### src/rtl/h80clk_pkg.sv
// Shared types and constants for the h80 CPU clock controller.
package h80clk_pkg;

  typedef enum logic [1:0] {
    S_RELEASED = 2'd0,
    S_PRESSED  = 2'd1,
    S_LONG     = 2'd2
  } btn_state_t;

  localparam int H80CLK_MAX_RATE = 23;
  localparam int H80CLK_CYCLES_W = 32;

  // Number of sample ticks covering a duration in ms at a tick rate in Hz.
  function automatic int h80clk_ticks(input int ms, input int hz);
    return (ms * hz) / 1000;
  endfunction

endpackage

### src/rtl/h80clk_debounce.sv
// Button synchroniser, debounce sample-tick generator and press classifier.
// Emits one-cycle short_press / long_press pulses and the debounced level.
module h80clk_debounce
  import h80clk_pkg::*;
#(
  parameter int TICK_DIV = 2,
  parameter int DB_TICKS = 1,
  parameter int LP_TICKS = 1
) (
  input  logic sysclk,
  input  logic reset,
  input  logic btn,
  output logic btn_state,
  output logic short_press,
  output logic long_press
);

  localparam int TW = $clog2(TICK_DIV);
  localparam int DW = $clog2(DB_TICKS + 1);
  localparam int LW = $clog2(LP_TICKS + 1);
  localparam logic [TW-1:0] TICK_LAST = TW'(TICK_DIV - 1);
  localparam logic [DW-1:0] DB_LAST   = DW'(DB_TICKS - 1);
  localparam logic [LW-1:0] LP_LAST   = LW'(LP_TICKS - 1);

  logic [1:0]    sync_r;
  logic [TW-1:0] tick_cnt_r;
  logic [DW-1:0] db_cnt_r;
  logic [LW-1:0] hold_cnt_r;
  btn_state_t    state_r;

  logic btn_s;
  logic tick_s;
  logic db_hit_s;
  logic db_done_s;
  logic long_hit_s;

  // Decode tick and the debounce/hold terminal conditions.
  always_comb begin
    btn_s      = sync_r[1];
    tick_s     = (tick_cnt_r == TICK_LAST);
    // Released counts a stable high level; the other states count a stable low.
    db_hit_s   = (btn_s == (state_r == S_RELEASED));
    db_done_s  = tick_s && db_hit_s && (db_cnt_r == DB_LAST);
    long_hit_s = tick_s && (state_r == S_PRESSED) && (hold_cnt_r == LP_LAST);
    long_press  = long_hit_s;
    short_press = db_done_s && (state_r == S_PRESSED) && !long_hit_s;
  end

  // Synchroniser, tick divider and button FSM state.
  always_ff @(posedge sysclk) begin
    if (reset) begin
      sync_r     <= 2'b00;
      tick_cnt_r <= '0;
      db_cnt_r   <= '0;
      hold_cnt_r <= '0;
      state_r    <= S_RELEASED;
      btn_state  <= 1'b0;
    end else begin
      sync_r     <= {sync_r[0], btn};
      tick_cnt_r <= tick_s ? '0 : tick_cnt_r + TW'(1);
      if (tick_s) begin
        if (db_hit_s && !db_done_s) begin
          db_cnt_r <= db_cnt_r + DW'(1);
        end else begin
          db_cnt_r <= '0;
        end
        case (state_r)
          S_RELEASED: begin
            if (db_done_s) begin
              state_r    <= S_PRESSED;
              btn_state  <= 1'b1;
              hold_cnt_r <= '0;
            end
          end
          S_PRESSED: begin
            hold_cnt_r <= hold_cnt_r + LW'(1);
            if (long_hit_s) begin
              state_r <= S_LONG;
            end else if (db_done_s) begin
              state_r   <= S_RELEASED;
              btn_state <= 1'b0;
            end
          end
          S_LONG: begin
            if (db_done_s) begin
              state_r   <= S_RELEASED;
              btn_state <= 1'b0;
            end
          end
          default: begin
            state_r   <= S_RELEASED;
            btn_state <= 1'b0;
          end
        endcase
      end
    end
  end

endmodule

### src/rtl/h80clk_ctrl.sv
// h80 CPU clock controller: autorun / single-step cpu_clk generation.
// Optional macro H80CLK_CYCLE_COUNT_EN adds the 32-bit rising-edge counter.
module h80clk_ctrl
  import h80clk_pkg::*;
#(
  parameter int   SYSCLK_FREQ   = 27000000,
  parameter int   TICK_HZ       = 1000,
  parameter int   DEBOUNCE_MS   = 20,
  parameter int   LONGPRESS_MS  = 2000,
  parameter int   RATE_WIDTH    = 5,
  parameter logic RESET_AUTORUN = 1'b1
) (
  input  logic                  sysclk,
  input  logic                  reset,
  input  logic                  btn,
  input  logic [RATE_WIDTH-1:0] rate_sel,
  input  logic                  halt,
  output logic                  cpu_clk,
  output logic                  cpu_clk_rise,
  output logic                  autorun,
  output logic                  btn_state
`ifdef H80CLK_CYCLE_COUNT_EN
  ,
  output logic [H80CLK_CYCLES_W-1:0] cycles
`endif
);

  localparam int TICK_DIV_RAW = SYSCLK_FREQ / TICK_HZ;
  localparam int TICK_DIV     = (TICK_DIV_RAW < 2) ? 2 : TICK_DIV_RAW;
  localparam int DB_RAW       = h80clk_ticks(DEBOUNCE_MS, TICK_HZ);
  localparam int DB_TICKS     = (DB_RAW < 1) ? 1 : DB_RAW;
  localparam int LP_RAW       = h80clk_ticks(LONGPRESS_MS, TICK_HZ);
  localparam int LP_TICKS     = (LP_RAW < 1) ? 1 : LP_RAW;
  localparam int HC_W         = H80CLK_MAX_RATE + 1;

  logic            short_press_s;
  logic            long_press_s;
  logic [4:0]      rate_r;
  logic [HC_W-1:0] hc_r;
  logic [4:0]      rate_clamp_s;
  logic [HC_W-1:0] term_s;
  logic            hc_last_s;
  logic            run_s;
  logic            step_s;

  h80clk_debounce #(
    .TICK_DIV (TICK_DIV),
    .DB_TICKS (DB_TICKS),
    .LP_TICKS (LP_TICKS)
  ) u_debounce (
    .sysclk      (sysclk),
    .reset       (reset),
    .btn         (btn),
    .btn_state   (btn_state),
    .short_press (short_press_s),
    .long_press  (long_press_s)
  );

  // Rate clamp, half-period terminal count and run/step qualifiers.
  always_comb begin
    if (int'(rate_sel) > H80CLK_MAX_RATE) begin
      rate_clamp_s = 5'(H80CLK_MAX_RATE);
    end else begin
      rate_clamp_s = 5'(rate_sel);
    end
    term_s    = (HC_W'(1) << rate_r) - HC_W'(1);
    hc_last_s = (hc_r == term_s);
    run_s     = autorun && !halt;
    step_s    = short_press_s && !autorun && !halt;
  end

  // Mode register and phase generator; a started high phase always runs to term.
  always_ff @(posedge sysclk) begin
    if (reset) begin
      cpu_clk      <= 1'b0;
      cpu_clk_rise <= 1'b0;
      autorun      <= RESET_AUTORUN;
      hc_r         <= '0;
      rate_r       <= rate_clamp_s;
    end else begin
      cpu_clk_rise <= 1'b0;
      if (long_press_s) begin
        autorun <= !autorun;
      end
      if (cpu_clk) begin
        if (hc_last_s) begin
          cpu_clk <= 1'b0;
          hc_r    <= '0;
          rate_r  <= rate_clamp_s;
        end else begin
          hc_r <= hc_r + HC_W'(1);
        end
      end else if (run_s) begin
        if (hc_last_s) begin
          cpu_clk      <= 1'b1;
          cpu_clk_rise <= 1'b1;
          hc_r         <= '0;
          rate_r       <= rate_clamp_s;
        end else begin
          hc_r <= hc_r + HC_W'(1);
        end
      end else if (step_s) begin
        cpu_clk      <= 1'b1;
        cpu_clk_rise <= 1'b1;
        hc_r         <= '0;
        rate_r       <= rate_clamp_s;
      end else begin
        // Stopped while low: hold the counter idle so a resume restarts from 0.
        hc_r   <= '0;
        rate_r <= rate_clamp_s;
      end
    end
  end

`ifdef H80CLK_CYCLE_COUNT_EN
  // Count cpu_clk rising edges, wrapping naturally at 2^32.
  always_ff @(posedge sysclk) begin
    if (reset) begin
      cycles <= '0;
    end else if (cpu_clk_rise) begin
      cycles <= cycles + H80CLK_CYCLES_W'(1);
    end else begin
      cycles <= cycles;
    end
  end
`endif

endmodule

### config.mk
export PLATFORM = sky130hd
export DESIGN_NAME = h80clk_ctrl
export DESIGN_NICKNAME = d
export VERILOG_FILES = /design/src/rtl/h80clk_pkg.sv /design/src/rtl/h80clk_debounce.sv /design/src/rtl/h80clk_ctrl.sv
export SDC_FILE = /design/constraint.sdc
export NUM_CORES = 1
export LEC_CHECK = 0
export ABC_AREA = 1
export ABC_CLOCK_PERIOD_IN_PS = 3750
export CAP_MARGIN = 20
export CELL_PAD_IN_SITES_DETAIL_PLACEMENT = 2
export CELL_PAD_IN_SITES_GLOBAL_PLACEMENT = 2
export CORE_MARGIN = 2
export CORE_UTILIZATION = 37
export DETAILED_ROUTE_END_ITERATION = 12
export PLACE_DENSITY = 0.9
export SYNTH_ARGS = -nofsm -noshare
export SYNTH_HDL_FRONTEND = slang
export SYNTH_SLANG_ARGS = --single-unit
### constraint.sdc
create_clock -name sysclk -period 3.75 [get_ports sysclk]
set_input_delay 0.5625 -clock sysclk [delete_from_list [all_inputs] [get_ports sysclk]]
set_output_delay 0.5625 -clock sysclk [all_outputs]
set_load 0.02 [all_outputs]
Word-level counts from Yosys, hierarchy flattened
Cells that the tools add are included.
{"block": "classes", "eq_ne": 9, "n_reduce_logical": 21, "shifts": 1, "magnitude_cmp": 1, "addsub": 5, "n_mux": 24}
{"cell": "2-to-1 mux 24 bit", "n": 3}
{"cell": "2-to-1 mux 5 bit", "n": 6}
{"cell": "adder 24 x 1 -> 24 bit (second input constant)", "n": 1}
{"cell": "equality test 24 bit", "n": 1}
{"cell": "left shift 1 x 5 -> 24 bit (first input constant)", "n": 1}
{"cell": "subtractor 24 x 2 -> 24 bit (second input constant)", "n": 1}
{"cell": "case mux 11 bit (2 select lines)", "n": 1}
{"cell": "adder 15 x 1 -> 15 bit (second input constant)", "n": 1}
{"cell": "equality test 15 bit (second input constant)", "n": 1}
{"cell": "adder 11 x 1 -> 11 bit (second input constant)", "n": 1}
{"cell": "equality test 11 bit (second input constant)", "n": 1}
{"cell": "2-to-1 mux 11 bit", "n": 1}
{"cell": "logical AND 1 bit", "n": 10}
{"cell": "2-to-1 mux 1 bit", "n": 8}
{"cell": "2-to-1 mux 2 bit", "n": 3}
{"cell": "case mux 2 bit (3 select lines)", "n": 1}
{"cell": "AND reduction 3 bit", "n": 2}
{"cell": "adder 5 x 1 -> 5 bit (second input constant)", "n": 1}
{"cell": "equality test 5 bit (second input constant)", "n": 1}
{"cell": "> comparator 5 bit (second input constant)", "n": 1}
{"cell": "logical NOT 1 bit", "n": 4}
{"cell": "OR reduction 2 bit", "n": 2}
{"cell": "case mux 1 bit (3 select lines)", "n": 1}
{"cell": "equality test 2 x 1 -> 1 bit (second input constant)", "n": 1}
{"cell": "other kinds (7)", "n": 7}
{"block": "word_totals", "input_bits": 9, "ff_bits": 68, "wordCells": 72}

Longest topological paths before layout
{"block": "depth", "word_depth": 11, "ltp_mapped": 22, "mapped_depth_nobuf": 22}

Modules after synthesis
Synthesis repeated with hierarchy kept, for this count alone.
{"block": "unflattened", "cells_unflattened": 744, "hier_area_um2": 4834.6}
{"mod": "h80clk_ctrl", "cells_per_inst": 471, "area_each_um2": 2886.5, "instances": 1, "seq_area_each_um2": 640.6}
{"mod": "h80clk_debounce", "cells_per_inst": 273, "area_each_um2": 1948.1, "instances": 1, "seq_area_each_um2": 720.7}

Worst setup path after synthesis
No wires, ideal clock.
{"block": "synth_path", "kind": "reg-to-reg", "from": "reg rate_r[4]", "to": "reg hc_r[13]", "path_stages_with_launch": 17, "required_time_ns": 3.625, "t_arrival_ns": 2.258, "setup_time_ns": 0.125, "synth_period_minus_slack_ns": 2.383, "path_buffers": 2, "path_slack_ns": 1.367, "path_cell_list": "dfxtp_1 > inv_2 > buf_2 > nand3_1 > ha_1 > nand3_2 > nor2_2 > nand2_1 > nor2_1 > nand2_1 > nand3_1 > nand2_1 > nor2_2 > nand3_4 > nand2_4 > buf_6 > nor3_2"}
{"block": "synth_between", "elab_chain_cells": 6}
{"item": "from (decl)", "line": "h80clk_ctrl.sv:38", "rtl": "logic [4:0] rate_r;"}
{"item": "from (signal assigned)", "line": "h80clk_ctrl.sv:79", "rtl": "rate_r <= rate_clamp_s;"}
{"item": "from (signal assigned)", "line": "h80clk_ctrl.sv:89", "rtl": "rate_r <= rate_clamp_s;"}
{"item": "from (signal assigned)", "line": "h80clk_ctrl.sv:98", "rtl": "rate_r <= rate_clamp_s;"}
{"item": "left shift 1 x 5 -> 24 bit (*)", "line": "h80clk_ctrl.sv:66", "rtl": "term_s = (HC_W'(1) << rate_r) - HC_W'(1);"}
{"item": "subtractor 24 x 2 -> 24 bit (*)", "line": "h80clk_ctrl.sv:66"}
{"item": "equality test 24 bit (*)", "line": "h80clk_ctrl.sv:67", "rtl": "hc_last_s = (hc_r == term_s);"}
{"item": "2-to-1 mux 24 bit (*)", "line": "h80clk_ctrl.sv:86, h80clk_ctrl.sv:94"}
{"item": "2-to-1 mux 24 bit", "line": "h80clk_ctrl.sv:93", "rtl": "end else if (run_s) begin"}
{"item": "2-to-1 mux 24 bit (*)", "line": "h80clk_ctrl.sv:85", "rtl": "if (cpu_clk) begin"}
{"item": "to (signal assigned)", "line": "h80clk_ctrl.sv:91", "rtl": "hc_r <= hc_r + HC_W'(1);"}
{"item": "to (signal assigned)", "line": "h80clk_ctrl.sv:100", "rtl": "hc_r <= hc_r + HC_W'(1);"}
{"item": "to (decl)", "line": "h80clk_ctrl.sv:39", "rtl": "logic [HC_W-1:0] hc_r;"}
Every way passes the cells marked *; elsewhere a longest branch is shown, timed or not.
A chain may end at the register's enable or synchronous reset.

Worst setup path after layout
{"block": "layout_path", "from": "reg rate_r[2]", "to": "reg rate_r[4]"}
{"block": "layout_between", "elab_chain_cells": 7}
{"item": "left shift 1 x 5 -> 24 bit (*)", "line": "h80clk_ctrl.sv:66"}
{"item": "subtractor 24 x 2 -> 24 bit (*)", "line": "h80clk_ctrl.sv:66"}
{"item": "equality test 24 bit (*)", "line": "h80clk_ctrl.sv:67"}
{"item": "2-to-1 mux 5 bit (*)"}
{"item": "2-to-1 mux 5 bit"}
{"item": "2-to-1 mux 5 bit (*) (2 in series)"}
Marked as above.

==> summary.md <==
| Metric | Value |
|---|---|
| Status | `complete, no violations` |
| GP Congestion | `0.8988` |
| Hold path depth | `1` |
| Met2 usage | `0.5957` |
| Post-synth cell types | `41` |
| Vias in the first global route | `6112` |
| Fin crit period | `3406 ps` |
| Fin cells | `919` |
| GRT overflow | `0` |
| Worst Path Required | `3980 ps` |
| Max Cap Violations | `0` |
| Synth top area cells | `dfxtp_1, nand2_1, nor2_1, inv_1, nand3_1` |
| Initial antenna violation count | `0` |
| Largest net degree at the start of global routing | `27` |
| Met1 Use GR | `0.4084` |
| # clock sinks | `68` |
| H-tree depth | `3` |
| Routed Antenna Nets | `0` |
| Worst IR Drop VDD | `0.3140 mV` |
| Final slew viol count | `0` |
| Pint | `1321 uW` |
| Seq pwr share | `0.390` |
| Mapped cell area | `4624 um^2` |
| Slowest cell delay on critical path | `470 ps` |
| CTS buffer count | `9` |
| Die area | `13410 um^2` |
| HP Class | `reg -> reg` |
| Max clock buf depth | `2` |
| Startpoint Class | `register` |
| Ys Warns | `0` |
| Hold_ws | `455.8 ps` |
| Worst rel slew slack | `0.2126` |
| Clock root cell | `clkbuf_16` |
| Setup TNS | `0 ps` |
| # rows | `40` |
| Die height | `115.8 um` |
| Measured slew at the worst slew-check pin | `1170 ps` |
| Most instantiated library cell after synthesis | `nand2_1` |
| Area Growth Syn to Fin | `12.50%` |
| Psw | `612.2 uW` |
| Post-synth top area share | `0.2944` |
| Cell mode on critical path | `nand2_1` |
| Placed cell count | `903` |
| Layout Nets | `764` |
| DR WL/cell | `23.74 um` |
| Core area | `12110 um^2` |
| Grt peak-use layer | `met2` |
| Clk_lat worst skew | `350 ps` |
| Number of flops mapped to enable cells by yosys | `0` |
| Final Cycle Share | `0.9083` |
| Total GRT Usage | `0.3417` |
| Post-synth ARST share | `0` |
| I/O Buffers | `12` |
| Largest area contributor in the netlist | `dfxtp_1` |
| Slowest-stage cell, CP | `dfxtp_1` |
| Final setup violation count | `0` |
| Critical path arrival | `3640 ps` |
| # diodes | `0` |
| Starting DRT DRC Count | `226` |
| Post-synthesis register bit count | `68` |
| Starting Density | `0.3818` |
| Clock slew at reported path FFs | `60 ps` |
| Power share of the combinational group | `0.165` |
| Syn nets | `749` |
| DRC | `0` |
| Crit-path cells | `nor2_4, nand3_1, ha_1, inv_1, nand2_1, nand2_1, inv_1, nand2_1, nand3_1, nor2_1, nand2_1, nor2_1, nand2_1, nor2_1, nand2_1, nor2_2, nand3_4, nand2_4, nand2_1, nand2_1, inv_1` |
| Worst Skew | `12.55 ps` |
| Crit path max fanout | `26` |
| CTS tree | `built` |
| Synth cell count leaders | `nand2_1, nor2_1, inv_1` |
| Pwr/cell area | `371.6 nW/um^2` |
| Net Sw Frac | `0.3167` |
| Die X | `115.8 um` |
| Total wire length | `21820 um` |
| CP top delay family | `simple AND/OR/NAND/NOR gates` |
| Num ports | `13` |
| Synth Instances | `731` |
| First-pass GRT wire length | `34440 um` |
| CP Class | `reg -> reg` |
| Clock group share of total power | `0.445` |
| HPWL Detailed | `13800 um` |
| Vias per cell | `5.763` |
| Vias | `5296` |
| Fmax | `0.2936 GHz` |
| Fin. Hold Viols | `0` |
| Crit path buffers/inverters | `3` |
| Seq/Total Area, Yosys | `0.2944` |
| Synthesized area per cell | `6.326 um^2` |
| Proportion of layout cells with a drive suffix above 1 | `0.06258` |
| Top_reg_cell synth | `dfxtp_1` |
| Drt first pass iters | `4` |
| Crit path depth | `21` |
| RSZ-0062 raised after global routing | `no` |
| Met3 Use GR | `0.07113` |
| Worst R2R Path Depth | `21` |
| Hold_buf cts | `0` |
| Setup crit end kind | `register` |
| Lkg Pwr | `0.002111 uW` |
cells in the final DEF (no fill, tap or decap), types with 16 or more instances in the layout:
master | netlist | final
nand2_1 | 180 | 180
nor2_1 | 106 | 105
inv_1 | 94 | 94
dfxtp_1 | 68 | 67
nand3_1 | 64 | 64
xor2_1 | 33 | 33
nand4_1 | 31 | 31
a21oi_1 | 30 | 30
o21ai_0 | 19 | 19
nor3_1 | 16 | 16
power groups by stage:
stage	logic [uW]	registers, uW	clock network [uW]
floorplan	213	758	0
global placement	270	766	0
detailed placement	291	767	0
CTS	313	753	859
global route	348	755	893
finish	319	755	860
through the flow:
step / power (uW) / worst slack [ps] / utilization / area [um^2]
2_1_floorplan: 970.4 / 1367 / - / 4624
3_3_place_gp: 1035 / 470.0 / 0.4050 / 4905
3_5_place_dp: 1058 / 223.5 / 0.4050 / 4905
4_1_cts: 1925 / 19.53 / 0.4288 / 5194
5_1_grt: 1997 / 130.0 / 0.4295 / 5202
6_report: 1933 / 343.9 / 0.4295 / 5202
registers in the layout, indices dropped and copies added (netlist names):
name                   count
autorun                    1
cpu_clk                    1
cpu_clk_rise               1
hc_r                      24
rate_r                     5
u_debounce.btn_state       1
u_debounce.db_cnt_r        5
u_debounce.hold_cnt_r     11
u_debounce.state_r         2
u_debounce.sync_r          2
u_debounce.tick_cnt_r     15
routing by layer:
metal / vias up / part of all wire
li1: 2408 / -
met1: 2663 / 0.43
met2: 162 / 0.49
met3: 63 / 0.047
met4: 0 / 0.036
met5: - / 0
worst reg2reg max path: cells and delay by family (launching register included):
kind	cells	cell delay, ps
and+or+nand+nor	17	2340
DFF	1	470
adders and majority gates	1	280
buffers and inverters	3	210
cell type report:
cell class	instances	area, um^2
fill	1479	6909
multi-input combinational	554	2838
sequential	68	1363
inverter	100	375.4
clock buffer	12	266.5
tap	168	210.2
timing repair buffer	13	127.6
clock inverter	4	22.52
final timing paths:
kind	slack, ps	endpoint	start
setup reg to reg	340	rate_r[4]	rate_r[2]
hold / removal	460	u_debounce.tick_cnt_r[0]	u_debounce.tick_cnt_r[0]
hold reg to reg	460	u_debounce.tick_cnt_r[0]	u_debounce.tick_cnt_r[0]
setup / recovery	340	rate_r[4]	rate_r[2]
what timing repair did:
item / CTS / global route
endpoints found under the hold margin: 0 / 0
setup endpoints to repair: 0 / 26
gates resized for setup: 0 / 3
setup buffers: 0 / 0
logic make-up (layout without fill, tap and decap cells):
kind of cell | after synthesis | count (layout) | share of synthesized area
simple gates | 443 | 443 | 0.4380
buf+inv | 109 | 129 | 0.09362
flops | 68 | 68 | 0.2944
compound gates | 62 | 62 | 0.07386
xor+xnor | 40 | 40 | 0.07576
fa+ha+maj | 9 | 9 | 0.02435
Note: power is estimated with default switching activity, not from simulation.
